### src/rtl/mc_controller_ws.sv
// mc_controller_ws
// Multicycle controller for the accumulator CPU. It steps through fetch,
// decode, memory and write-back states one instruction at a time.
// Memory states hold their request until MemReady is high. A stall that goes
// on too long drops the controller into a sticky bus-error state. HALT is
// left by a one-cycle Resume pulse.
//
// Ports
//   clk, rst_n        clock (rising edge), asynchronous active-low reset
//   OPCode            opcode from IR, stable from ID1 until the next IF1
//   ZFlag             datapath zero flag, used by jump-if-zero
//   MemReady          memory completes the current access this cycle
//   Resume            one-cycle pulse that leaves HALT
//   Halt, BusErr      status: in HALT / in BUSERR
//   MemReq, MemRead, MemWrite, IOD     memory handshake and address select
//   PCWrite, PcSel, Jmp                PC control
//   LIR, LTR, LdDI                     IR / operand / direct-immediate loads
//   RegSel, BSel, WriteSel, RegWrite   register file and ALU operand control
//   LdC, LdN, LdZ                      flag load enables
//   AluOp (00 add, 01 and, 10 or), RegOrMem (00 mem, 01 ALU, 10 reg)
module mc_controller_ws #(
    parameter int OPC_W    = 4,
    parameter int MAX_WAIT = 15,
    parameter bit HAS_JZ   = 1'b1
) (
    input  logic             clk,
    input  logic             rst_n,
    input  logic [OPC_W-1:0] OPCode,
    input  logic             ZFlag,
    input  logic             MemReady,
    input  logic             Resume,
    output logic             Halt,
    output logic             BusErr,
    output logic             MemReq,
    output logic             MemRead,
    output logic             MemWrite,
    output logic             IOD,
    output logic             PCWrite,
    output logic             PcSel,
    output logic             Jmp,
    output logic             LIR,
    output logic             LTR,
    output logic             LdDI,
    output logic             RegSel,
    output logic             BSel,
    output logic             WriteSel,
    output logic             RegWrite,
    output logic             LdC,
    output logic             LdN,
    output logic             LdZ,
    output logic [1:0]       AluOp,
    output logic [1:0]       RegOrMem
);

    typedef enum logic [4:0] {
        S_IF1 = 5'd0, S_ID1, S_IF2, S_ID2, S_LDA1, S_LDA2, S_STA1, S_STA2,
        S_ADNA, S_CALADA, S_CALANA, S_SAVE1, S_DI, S_JMP, S_ACCDEC, S_MVR,
        S_ADR, S_ANR, S_ORR, S_SAVE2, S_HALT, S_BUSERR
    } state_t;

    localparam logic [7:0] WAIT_LAST = 8'(MAX_WAIT - 1);

    state_t     state_r;
    logic [7:0] wait_r;
    logic [3:0] op_s;
    logic       upper_set_s;
    logic       jz_s;
    logic       taken_s;
    logic       is_mem_s;
    logic       timeout_s;

    assign op_s = OPCode[3:0];

    // Any set opcode bit above the base nibble makes the instruction illegal.
    generate
        if (OPC_W > 4) begin : g_upper
            assign upper_set_s = |OPCode[OPC_W-1:4];
        end else begin : g_no_upper
            assign upper_set_s = 1'b0;
        end
    endgenerate

    assign jz_s      = HAS_JZ && (op_s == 4'b1101);
    assign taken_s   = !jz_s || ZFlag;
    assign is_mem_s  = (state_r == S_IF1) || (state_r == S_IF2) || (state_r == S_LDA1) ||
                       (state_r == S_STA2) || (state_r == S_ADNA);
    // A completing access (MemReady=1) always beats the timeout.
    assign timeout_s = !MemReady && (wait_r == WAIT_LAST);

    // Successor of a memory state: advance on ready, give up on timeout, else hold.
    function automatic state_t mem_next(input state_t cur, input state_t tgt,
                                        input logic ready, input logic tmo);
        if (ready) begin
            mem_next = tgt;
        end else if (tmo) begin
            mem_next = S_BUSERR;
        end else begin
            mem_next = cur;
        end
    endfunction

    // State register and wait-state counter.
    always_ff @(posedge clk or negedge rst_n) begin
        if (!rst_n) begin
            state_r <= S_IF1;
            wait_r  <= 8'd0;
        end else begin
            // Counts only consecutive stalled cycles, so it reads 0 on entry to every memory state.
            if (is_mem_s && !MemReady && !timeout_s) begin
                wait_r <= wait_r + 8'd1;
            end else begin
                wait_r <= 8'd0;
            end
            case (state_r)
                S_IF1:    state_r <= mem_next(S_IF1, S_ID1, MemReady, timeout_s);
                S_ID1: begin
                    if (upper_set_s) begin
                        state_r <= S_HALT;
                    end else begin
                        casez (op_s)
                            4'b0???: state_r <= S_IF2;
                            4'b110?: state_r <= S_IF2;
                            4'b111?: state_r <= S_DI;
                            4'b10??: state_r <= S_ACCDEC;
                            default: state_r <= S_HALT;
                        endcase
                    end
                end
                S_IF2:    state_r <= mem_next(S_IF2, S_ID2, MemReady, timeout_s);
                S_ID2: begin
                    casez (op_s[3:1])
                        3'b000:  state_r <= S_LDA1;
                        3'b001:  state_r <= S_STA1;
                        3'b01?:  state_r <= S_ADNA;
                        3'b110:  state_r <= S_JMP;
                        default: state_r <= S_IF1;
                    endcase
                end
                S_LDA1:   state_r <= mem_next(S_LDA1, S_LDA2, MemReady, timeout_s);
                S_LDA2:   state_r <= S_IF1;
                S_STA1:   state_r <= S_STA2;
                S_STA2:   state_r <= mem_next(S_STA2, S_IF1, MemReady, timeout_s);
                S_ADNA:   state_r <= mem_next(S_ADNA, op_s[1] ? S_CALANA : S_CALADA,
                                              MemReady, timeout_s);
                S_CALADA: state_r <= S_SAVE1;
                S_CALANA: state_r <= S_SAVE1;
                S_SAVE1:  state_r <= S_IF1;
                S_DI:     state_r <= S_IF1;
                S_JMP:    state_r <= S_IF1;
                S_ACCDEC: begin
                    case (op_s[1:0])
                        2'b00:   state_r <= S_MVR;
                        2'b01:   state_r <= S_ADR;
                        2'b10:   state_r <= S_ANR;
                        default: state_r <= S_ORR;
                    endcase
                end
                S_MVR:    state_r <= S_IF1;
                S_ADR:    state_r <= S_SAVE2;
                S_ANR:    state_r <= S_SAVE2;
                S_ORR:    state_r <= S_SAVE2;
                S_SAVE2:  state_r <= S_IF1;
                S_HALT:   state_r <= Resume ? S_IF1 : S_HALT;
                S_BUSERR: state_r <= S_BUSERR;
                default:  state_r <= S_IF1;
            endcase
        end
    end

    // Output decode: Moore on state, commit strobes qualified by MemReady, all low while in reset.
    always_comb begin
        Halt = 1'b0;     BusErr = 1'b0;   MemReq = 1'b0;   MemRead = 1'b0;
        MemWrite = 1'b0; IOD = 1'b0;      PCWrite = 1'b0;  PcSel = 1'b0;
        Jmp = 1'b0;      LIR = 1'b0;      LTR = 1'b0;      LdDI = 1'b0;
        RegSel = 1'b0;   BSel = 1'b0;     WriteSel = 1'b0; RegWrite = 1'b0;
        LdC = 1'b0;      LdN = 1'b0;      LdZ = 1'b0;
        AluOp = 2'b00;   RegOrMem = 2'b00;
        if (rst_n) begin
            case (state_r)
                S_IF1:    begin MemReq = 1'b1; MemRead = 1'b1; LIR = MemReady; PCWrite = MemReady; end
                S_IF2:    begin MemReq = 1'b1; MemRead = 1'b1; LTR = MemReady; PCWrite = MemReady; end
                S_LDA1:   begin MemReq = 1'b1; MemRead = 1'b1; IOD = 1'b1; end
                // Memory data was captured on LDA1's completing cycle.
                S_LDA2:   begin RegWrite = 1'b1; RegOrMem = 2'b00; end
                S_STA2:   begin MemReq = 1'b1; MemWrite = 1'b1; IOD = 1'b1; end
                S_ADNA:   begin MemReq = 1'b1; MemRead = 1'b1; IOD = 1'b1; end
                S_CALADA: begin BSel = 1'b1; AluOp = 2'b00; LdC = 1'b1; LdN = 1'b1; LdZ = 1'b1; end
                S_CALANA: begin BSel = 1'b1; AluOp = 2'b01; LdN = 1'b1; LdZ = 1'b1; end
                S_SAVE1:  begin RegWrite = 1'b1; RegOrMem = 2'b01; end
                S_DI:     begin LdDI = 1'b1; end
                S_JMP: begin
                    if (taken_s) begin
                        Jmp = 1'b1; PcSel = 1'b1; PCWrite = 1'b1;
                    end else begin
                        Jmp = 1'b0; PcSel = 1'b0; PCWrite = 1'b0;
                    end
                end
                S_MVR:    begin RegWrite = 1'b1; WriteSel = 1'b1; RegOrMem = 2'b10; end
                S_ADR:    begin RegSel = 1'b1; AluOp = 2'b00; LdC = 1'b1; LdN = 1'b1; LdZ = 1'b1; end
                S_ANR:    begin RegSel = 1'b1; AluOp = 2'b01; LdN = 1'b1; LdZ = 1'b1; end
                S_ORR:    begin RegSel = 1'b1; AluOp = 2'b10; LdN = 1'b1; LdZ = 1'b1; end
                S_SAVE2:  begin RegWrite = 1'b1; WriteSel = 1'b1; RegOrMem = 2'b01; end
                S_HALT:   begin Halt = 1'b1; end
                S_BUSERR: begin BusErr = 1'b1; end
                default:  begin Halt = 1'b0; end
            endcase
        end else begin
            Halt = 1'b0;
        end
    end

endmodule

### config.mk
export PLATFORM = sky130hd
export DESIGN_NAME = mc_controller_ws
export DESIGN_NICKNAME = d
export VERILOG_FILES = /design/src/rtl/mc_controller_ws.sv
export SDC_FILE = /design/constraint.sdc
export NUM_CORES = 1
export LEC_CHECK = 0
export ABC_CLOCK_PERIOD_IN_PS = 2540
export CAP_MARGIN = 20
export CORE_ASPECT_RATIO = 2
export CORE_MARGIN = 3
export CORE_UTILIZATION = 50
export DETAILED_ROUTE_END_ITERATION = 12
export PLACE_DENSITY_LB_ADDON = 0.25
export SLEW_MARGIN = 15
export SYNTH_ARGS = -nofsm -noshare
export SYNTH_HDL_FRONTEND = slang
export SYNTH_SLANG_ARGS = --single-unit
### constraint.sdc
create_clock -name clk -period 2.54 [get_ports clk]
set_clock_uncertainty 0.1 [all_clocks]
set_input_delay 0.635 -clock clk [delete_from_list [all_inputs] [get_ports clk]]
set_output_delay 0.635 -clock clk [all_outputs]
set_load 0.1 [all_outputs]
==> results.txt, run 1 <==
Post-synthesis sequential area ratio: 0.237. For the post-synthesis instance area, the log shows 0.00137 mm2. Synthesis produced a netlist with a net count of 192.

The logs give -0.0246 ns for the final worst setup slack and 48 for the number of distinct standard cells referenced by the synthesized netlist. The count of endpoints failing hold in the final timing report was 0; the largest net degree at the start of global routing was 16. The signal on the critical path passes through nand2b_4 -> a2111oi_4 -> or2_4 -> buf_12.

The power per cell area is 885 mW/mm2, and the static power due to leakage is 0.969 nW. At the end of routability-driven placement, the weighted congestion stood at 0.971. The setup TNS after final layout is -0.0490 ns, and the maximum achievable frequency is 0.390 GHz. Largest area contributor in the synthesized netlist: sky130_fd_sc_hd__dfrtp_1. The final layout contains routed wiring with a total length of 4.81 mm. The proportion of netlist area held by the largest area contributor is 0.237.

The tools report the buffer cell driving the clock tree root as sky130_fd_sc_hd__clkbuf_8. The master of the slowest instance on the critical path was sky130_fd_sc_hd__dfrtp_2. Peak supply drop: 0.771 mV. Clock-pin slew was measured on the worst setup and hold paths at 0.05 ns.

The switching share of power is 0.554, and the portion of the clock cycle consumed by the worst path in the final layout is 1.01. TritonCTS built the clock tree. The clock passes through at most 2 buffers.

The average routed wire per standard cell is 18.9 um, and the number of flops mapped to enable cells by yosys is 0. The worst setup path is launched from a flip-flop. Clock tree synthesis inserted a total of 3 buffers.

Sorting the synthesized cells by area gives the leading types as sky130_fd_sc_hd__dfrtp_1 (24%), sky130_fd_sc_hd__nor2_1 (7.1%), sky130_fd_sc_hd__ha_1 (6.4%). In the layout the commonest cells are sky130_fd_sc_hd__buf_4 (26), sky130_fd_sc_hd__buf_12 (23), sky130_fd_sc_hd__nor2_1 (22). The via count of the first global-routing pass was 1613; the total congestion overflow was 0.

The cell-internal power was 0.000910 W; the fraction of power consumed by the clock network was 0.088. Remaining antenna violation count: 0. The share of layout cells above drive strength 1 was 0.398.

The highest net fanout along the worst path was 11; the overall die area was 0.00344 mm2. The detailed router finished its first iteration with 63 violations. The Yosys step of the flow raised 0 warnings. Worst max-slew margin expressed relative to the limit: 0.520.

Setup violations remaining at the end of the flow were counted as 2. The logs give 5 for the iteration count of the initial detailed-routing pass and 13 for the number of sinks driven by the clock tree. The slew at the pin with the worst max-slew slack works out to 0.702 ns. Synthesis produced 176 cells. The number of antenna violations at the first check in global routing came out at 0.

The flow ran to the end, but the final reports show violations. The predominant post-synthesis flop cell was sky130_fd_sc_hd__dfrtp_1. The post-layout utilization of the core is 0.897, and the max capacitance violation total is 0. The async set-reset flop share out of synthesis is 1.00.

For the sequential share of power, the log shows 0.183. Fraction of power consumed by combinational cells: 0.729. The maximum level of the CTS H-tree was 1; the I/O pin count was 32. In this run the standard cell core region covers 0.00257 mm2. The placed wire-length estimate was 3.46 mm. For the worst setup path, the data required time is 1.80 ns.

Leaving out fill and tap cells, the most frequent cell in the layout is sky130_fd_sc_hd__buf_4. Residual DRC count: 0. The total number of vias was 1666; the final critical delay including setup and external delays was 2.56 ns.

The global routing usage summed across all routing layers was 0.283. For this run, the post-layout net count is 243. The delay of the slowest cell on the worst path was 0.51 ns; the horizontal extent of the die was 43.0 um. In the routed layout, each cell is associated on average with a via count of 6.56. The run gives 0 as the number of buffers inserted by hold repair at cts. Synthesis inferred 13 register bits. The die is 80.0 um tall.

The worst setup path is of the reg -> out kind. In this run the worst hold path is classified as reg -> reg. The number of rows created at floorplan is 26. At the later pin of the worst-skew pair, clock insertion delay measures 0.24 ns. The endpoint arrival time on the critical path was 1.83 ns. The checks that failed: negative setup slack. The final number of max-transition violations is 0, and the count of buffers inserted at the top-level ports is 31. The analysis attributes to net switching a power of 0.00113 W. The tools report the sort of element at the end of the critical path as an output pin. The first global-routing pass estimated 7.35 mm of wire. The repair_antennas step left the layout with diodes totalling 0. The area added between synthesis and finish came out at 68.3%. The initial cell density of the core is 0.533, and the mean post-synth cell area is 7.78 um2.
critical path, delay by kind of cell (launching register included):
| kind | cells | cell delay (ns) |
|---|---|---|
| AND/OR/NAND/NOR | 2 | 0.46 |
| AO/OA/AOI/OAI | 1 | 0.43 |
| buffers and inverters | 1 | 0.17 |
| flip-flops | 1 | 0.51 |
cell families (layout without fill, tap and decap cells):
group                      count (synthesis)  count (layout)  share of synthesized area
DFF                                       13              13                      0.237
xor gates and xnor gates                   7               7                     0.0447
AOI/OAI and AO/OA                         35              35                      0.197
buffers and inverters                     21              71                     0.0886
adders and majority gates                  8               8                     0.0721
and+or+nand+nor                           92              92                      0.360
registers in the layout, indices dropped and copies added, names as in the netlist:
register and cells:
state_r 5, wait_r 8
per-stage QoR:
step	setup WS [ns]	hold slack, ns	cells	instance area, um2	total power [W]
2_1_floorplan	-0.801	0.239	176	1570	0.00137
3_3_place_gp	-0.162	0.401	247	2200	0.00173
3_5_place_dp	-0.212	0.414	247	2200	0.00177
4_1_cts	-0.0279	0.424	251	2260	0.00196
5_1_grt	-0.0464	0.459	254	2310	0.00212
6_report	-0.0246	0.424	254	2310	0.00204
cells in the mapped netlist, types with 2 or more instances:
master                      n
sky130_fd_sc_hd__and3_1     3
sky130_fd_sc_hd__ha_1       7
sky130_fd_sc_hd__nand4b_1   2
sky130_fd_sc_hd__nor3_1    12
sky130_fd_sc_hd__o311ai_1   2
sky130_fd_sc_hd__or2_1      2
sky130_fd_sc_hd__a311oi_1   2
sky130_fd_sc_hd__a22oi_1    2
sky130_fd_sc_hd__a21oi_1    8
sky130_fd_sc_hd__inv_1      8
sky130_fd_sc_hd__xnor2_1    2
sky130_fd_sc_hd__buf_4      3
sky130_fd_sc_hd__nand4_1    2
sky130_fd_sc_hd__nand3_1    7
sky130_fd_sc_hd__dfrtp_1   13
sky130_fd_sc_hd__nor4_1     3
sky130_fd_sc_hd__nor2b_1    6
sky130_fd_sc_hd__nand2b_1   8
sky130_fd_sc_hd__buf_2      7
sky130_fd_sc_hd__nand2_1   10
sky130_fd_sc_hd__a31oi_1    3
sky130_fd_sc_hd__a211o_1    2
sky130_fd_sc_hd__xor2_1     5
sky130_fd_sc_hd__o21ai_0    6
sky130_fd_sc_hd__nor2_1    26
sky130_fd_sc_hd__buf_6      3
final timing paths:
check | start | end | slack, ns | depth (start not counted)
max in group asynchronous | rst_n | state_r[4] | 1.62 | 3
worst max-delay path | state_r[1] | LdZ | -0.02 | 4
min in group asynchronous | rst_n | wait_r[2] | 0.54 | 3
worst max register to register | state_r[1] | state_r[3] | 0.50 | 6
worst min register to register | wait_r[0] | wait_r[0] | 0.42 | 1
worst min-delay path | wait_r[0] | wait_r[0] | 0.42 | 1
power by group through the flow:
stage          clock, W  sequential (W)  combinational [W]
5_1_grt        0.000188        0.000381            0.00156
4_1_cts        0.000182        0.000372            0.00141
3_3_place_gp          0        0.000366            0.00136
2_1_floorplan         0        0.000304            0.00107
6_report       0.000180        0.000374            0.00149
3_5_place_dp          0        0.000373            0.00140
timing repair:
item / 4_1_cts / 5_1_grt
resized for setup: 10 / 7
pin swaps: 4 / 3
setup buffers: 0 / 3
endpoints found under the setup margin: 21 / 9
routing by layer:
metal  vias to the layer above  global-route usage  share of wire  routed length [um]
met2                       123               0.532           0.55                2640
li1                        732                   -              -                   -
met1                       765               0.267           0.32                1550
met4                         0               0.205          0.074                 355
met3                        46              0.0271          0.056                 268
met5                         -                   0              0                   0
cell type report:
cell class / instances / area, um2
inverters: 8 / 30.0
repair buffers: 59 / 756
multi-input cells: 142 / 1110
fillers: 98 / 264
clock buffers: 4 / 45.0
well taps: 28 / 35.0
flip-flops and latches: 13 / 330
No activity file was read; power rests on OpenSTA's default activity.
==> run 2, diff against run 1 <==
--- a/config.mk
+++ b/config.mk
@@ -5,7 +5,7 @@
 export SDC_FILE = /design/constraint.sdc
 export NUM_CORES = 1
 export LEC_CHECK = 0
-export ABC_CLOCK_PERIOD_IN_PS = 2540
+export ABC_CLOCK_PERIOD_IN_PS = 2500
 export CAP_MARGIN = 20
 export CORE_ASPECT_RATIO = 2
 export CORE_MARGIN = 3
==> constraint.sdc (replaced) <==
create_clock -name clk -period 2.5 [get_ports clk]
set_clock_uncertainty 0.1 [all_clocks]
set_input_delay 0.625 -clock clk [delete_from_list [all_inputs] [get_ports clk]]
set_output_delay 0.625 -clock clk [all_outputs]
set_load 0.1 [all_outputs]
==> results.txt, run 2 (synthesis results as in run 1) <==
The critical path in this run is classified as reg -> out. The peak supply drop is 0.803 mV (+4.2%). The tools report the sort of element at the end of the critical path as an output pin. The I/O pin count came out at 32 (unchanged). The overall die area is 0.00344 mm2 (unchanged), and the number of rows created at floorplan is 26 (unchanged).

The tools report the final number of max-transition violations as 0 (unchanged). For the remaining antenna violation count, the log shows 0 (unchanged). The logs give 1720 (+3.2%) for the total number of vias and 0 (unchanged) for the number of antenna violations at the first check in global routing. The flip-flop count of the largest register after layout was 8 (unchanged); the count of endpoints failing hold in the final timing report was 0 (unchanged). The number of cells on the worst hold path came out at 1 (unchanged). The logs give 0.24 ns (about the same) for the worst-skew pair later-pin latency and 0 (unchanged) for the total congestion overflow. STA classifies the critical path startpoint as a flip-flop. The count of antenna diodes in the layout came out at 0 (unchanged).

The largest registers in the layout are wait_r: 8 flops, state_r: 5 flops. The endpoint arrival time on the critical path came out at 1.77 ns (-0.06 ns). The top cell types in the final layout, fill and taps aside, are sky130_fd_sc_hd__buf_4 (32), sky130_fd_sc_hd__buf_12 (23), sky130_fd_sc_hd__nor2_1 (22). The average routed wire per standard cell came out at 19.9 um (+5.2%). The required time of the worst setup path came out at 1.77 ns (-0.03 ns). The overall die height was 80.0 um (unchanged); the total core area was 0.00257 mm2 (unchanged). The logs give 0 (-2) for the total of endpoints with negative setup slack in the final report and 0.00798 ns (+0.0326 ns) for the final worst setup slack. TritonCTS built the clock tree. The run gives 1 (unchanged) as the maximum level of the CTS H-tree. The routed via count divided by cell count came out at 6.64 (+1.2%).

The run gives 3 (unchanged) as the number of buffers added by the clock tree synthesis step. Top register by number of flip-flops: wait_r. The run gives 0.533 (unchanged) as the initial cell density of the core. The post-layout net count was 248 (+2.1%). The area growth from synthesis to layout is 71.7%. The run gives -0.251 ns (-0.0387 ns) as the setup slack after placement. The number of DRC violations after detailed-routing iteration 0 is 83 (+32%). For the worst max-slew margin expressed relative to the limit, the log shows 0.595 (+0.0747).

The slew at the pin with the worst max-slew slack works out to 0.592 ns (-0.109 ns). The power per cell area came out at 906 mW/mm2 (+2.5%). For the first-pass GRT wire length, the log shows 7.71 mm (+4.9%).

The worst path in the final design needs a cycle of 2.49 ns, including I/O delays and setup. The tightest min-delay check is of the reg -> reg type. The placer's final routability congestion estimate is 0.985 (+1.5%), and the clock tree buffer depth is 2 (unchanged).

The portion of the clock cycle consumed by the worst path in the final layout is 0.997, and the max capacitance violation total is 0 (unchanged). The count of buffers inserted at the top-level ports works out to 31 (unchanged). The share of layout cells above drive strength 1 came out at 0.442 (+0.0433). The via count of the first global-routing pass is 1649 (+2.2%), and the residual DRC count is 0 (unchanged). The tools report the sum of routed wire length over all layers as 5.16 mm (+7.3%).

The flow ran to the end, and the final reports show no timing, DRC or antenna violations. CTS placed an instance of sky130_fd_sc_hd__clkbuf_8 at the clock tree root. The number of sinks driven by the clock tree was 13 (unchanged); the horizontal extent of the die was 43.0 um (unchanged). The placed wire-length estimate was 3.51 mm (+1.2%); the iteration count of the initial detailed-routing pass was 5 (unchanged). The total chip power is 0.00213 W (+4.5%), and the register clock-pin slew on the reported worst setup and hold paths is 0.05 ns (about the same). For this run, the top clock speed supported by timing is 0.401 GHz. The depth of the worst register-to-register path is 6 (unchanged).

Static power due to leakage: 0.980 nW (+1.2%). Leaving out fill and tap cells, the most frequent cell in the layout is sky130_fd_sc_hd__buf_4. The number of buffers inserted by hold repair at cts was 0 (unchanged); the largest net degree at the start of global routing was 14 (-2). The global routing usage summed across all routing layers was 0.292 (+0.00921); the highest net fanout along the worst path was 13 (+2).
run 2: changes by cell type in the layout (fill, tap and decap cells not counted), moves of 2 or more:
cell | before | now
sky130_fd_sc_hd__dlygate4sd2_1 | 4 | 2
sky130_fd_sc_hd__clkbuf_2 | 0 | 2
sky130_fd_sc_hd__inv_1 | 7 | 5
sky130_fd_sc_hd__inv_2 | 1 | 3
sky130_fd_sc_hd__buf_4 | 26 | 32
run 2: critical path: stages (launching register included):
cell,delay (ns)
sky130_fd_sc_hd__dfrtp_2,0.51
sky130_fd_sc_hd__and2b_1,0.27
sky130_fd_sc_hd__o21ai_0,0.25
sky130_fd_sc_hd__o31ai_1,0.11
sky130_fd_sc_hd__and3_1,0.22
sky130_fd_sc_hd__buf_12,0.17
run 2: layout make-up:
class                   instances  area, um2
multi-input cells             142       1130
repair buffers                 64        779
flip-flops and latches         13        332
fillers                        96        218
clock buffers                   4       45.0
well taps                      28       35.0
inverters                       8       30.0
run 2: final timing paths:
| path | from | to | slack, ns |
|---|---|---|---|
| worst min-delay path | wait_r[0] | wait_r[0] | 0.43 |
| worst min register to register | wait_r[0] | wait_r[0] | 0.43 |
| worst max-delay path | state_r[3] | RegWrite | 0.008 |
| worst max register to register | state_r[1] | state_r[2] | 0.56 |
| min in group asynchronous | rst_n | state_r[1] | 0.46 |
| max in group asynchronous | rst_n | state_r[3] | 1.67 |
run 2: repair_timing:
item                                    CTS  global route
setup buffers                             4             5
gates resized for setup                  19             9
pin swaps                                 6             4
endpoints found under the setup margin   21            14
run 2: metrics by stage:
step	std cells	cell area [um2]	util	hold slack, ns	setup TNS (ns)
2_1_floorplan	176	1570	-	0.229	-4.39
4_1_cts	254	2310	0.897	0.440	-0.00209
3_5_place_dp	246	2200	0.854	0.431	-3.02
6_report	259	2350	0.915	0.435	0
5_1_grt	259	2350	0.915	0.466	-0.111
3_3_place_gp	246	2200	0.854	0.401	-2.31
run 2: where the power goes:
group          switching (W)  internal, W  leakage, nW
Sequential          0.000111     0.000260        0.169
Combinational        0.00100     0.000575        0.789
Clock              0.0000709     0.000112       0.0228
Total                0.00119     0.000947        0.980
run 2: routing by layer:
metal  vias to the layer above  track usage  share of wire
met5                         -            0              0
met4                         0        0.190          0.062
met3                        40       0.0316          0.056
met2                       118        0.526           0.54
met1                       822        0.306           0.34
li1                        740            -              -
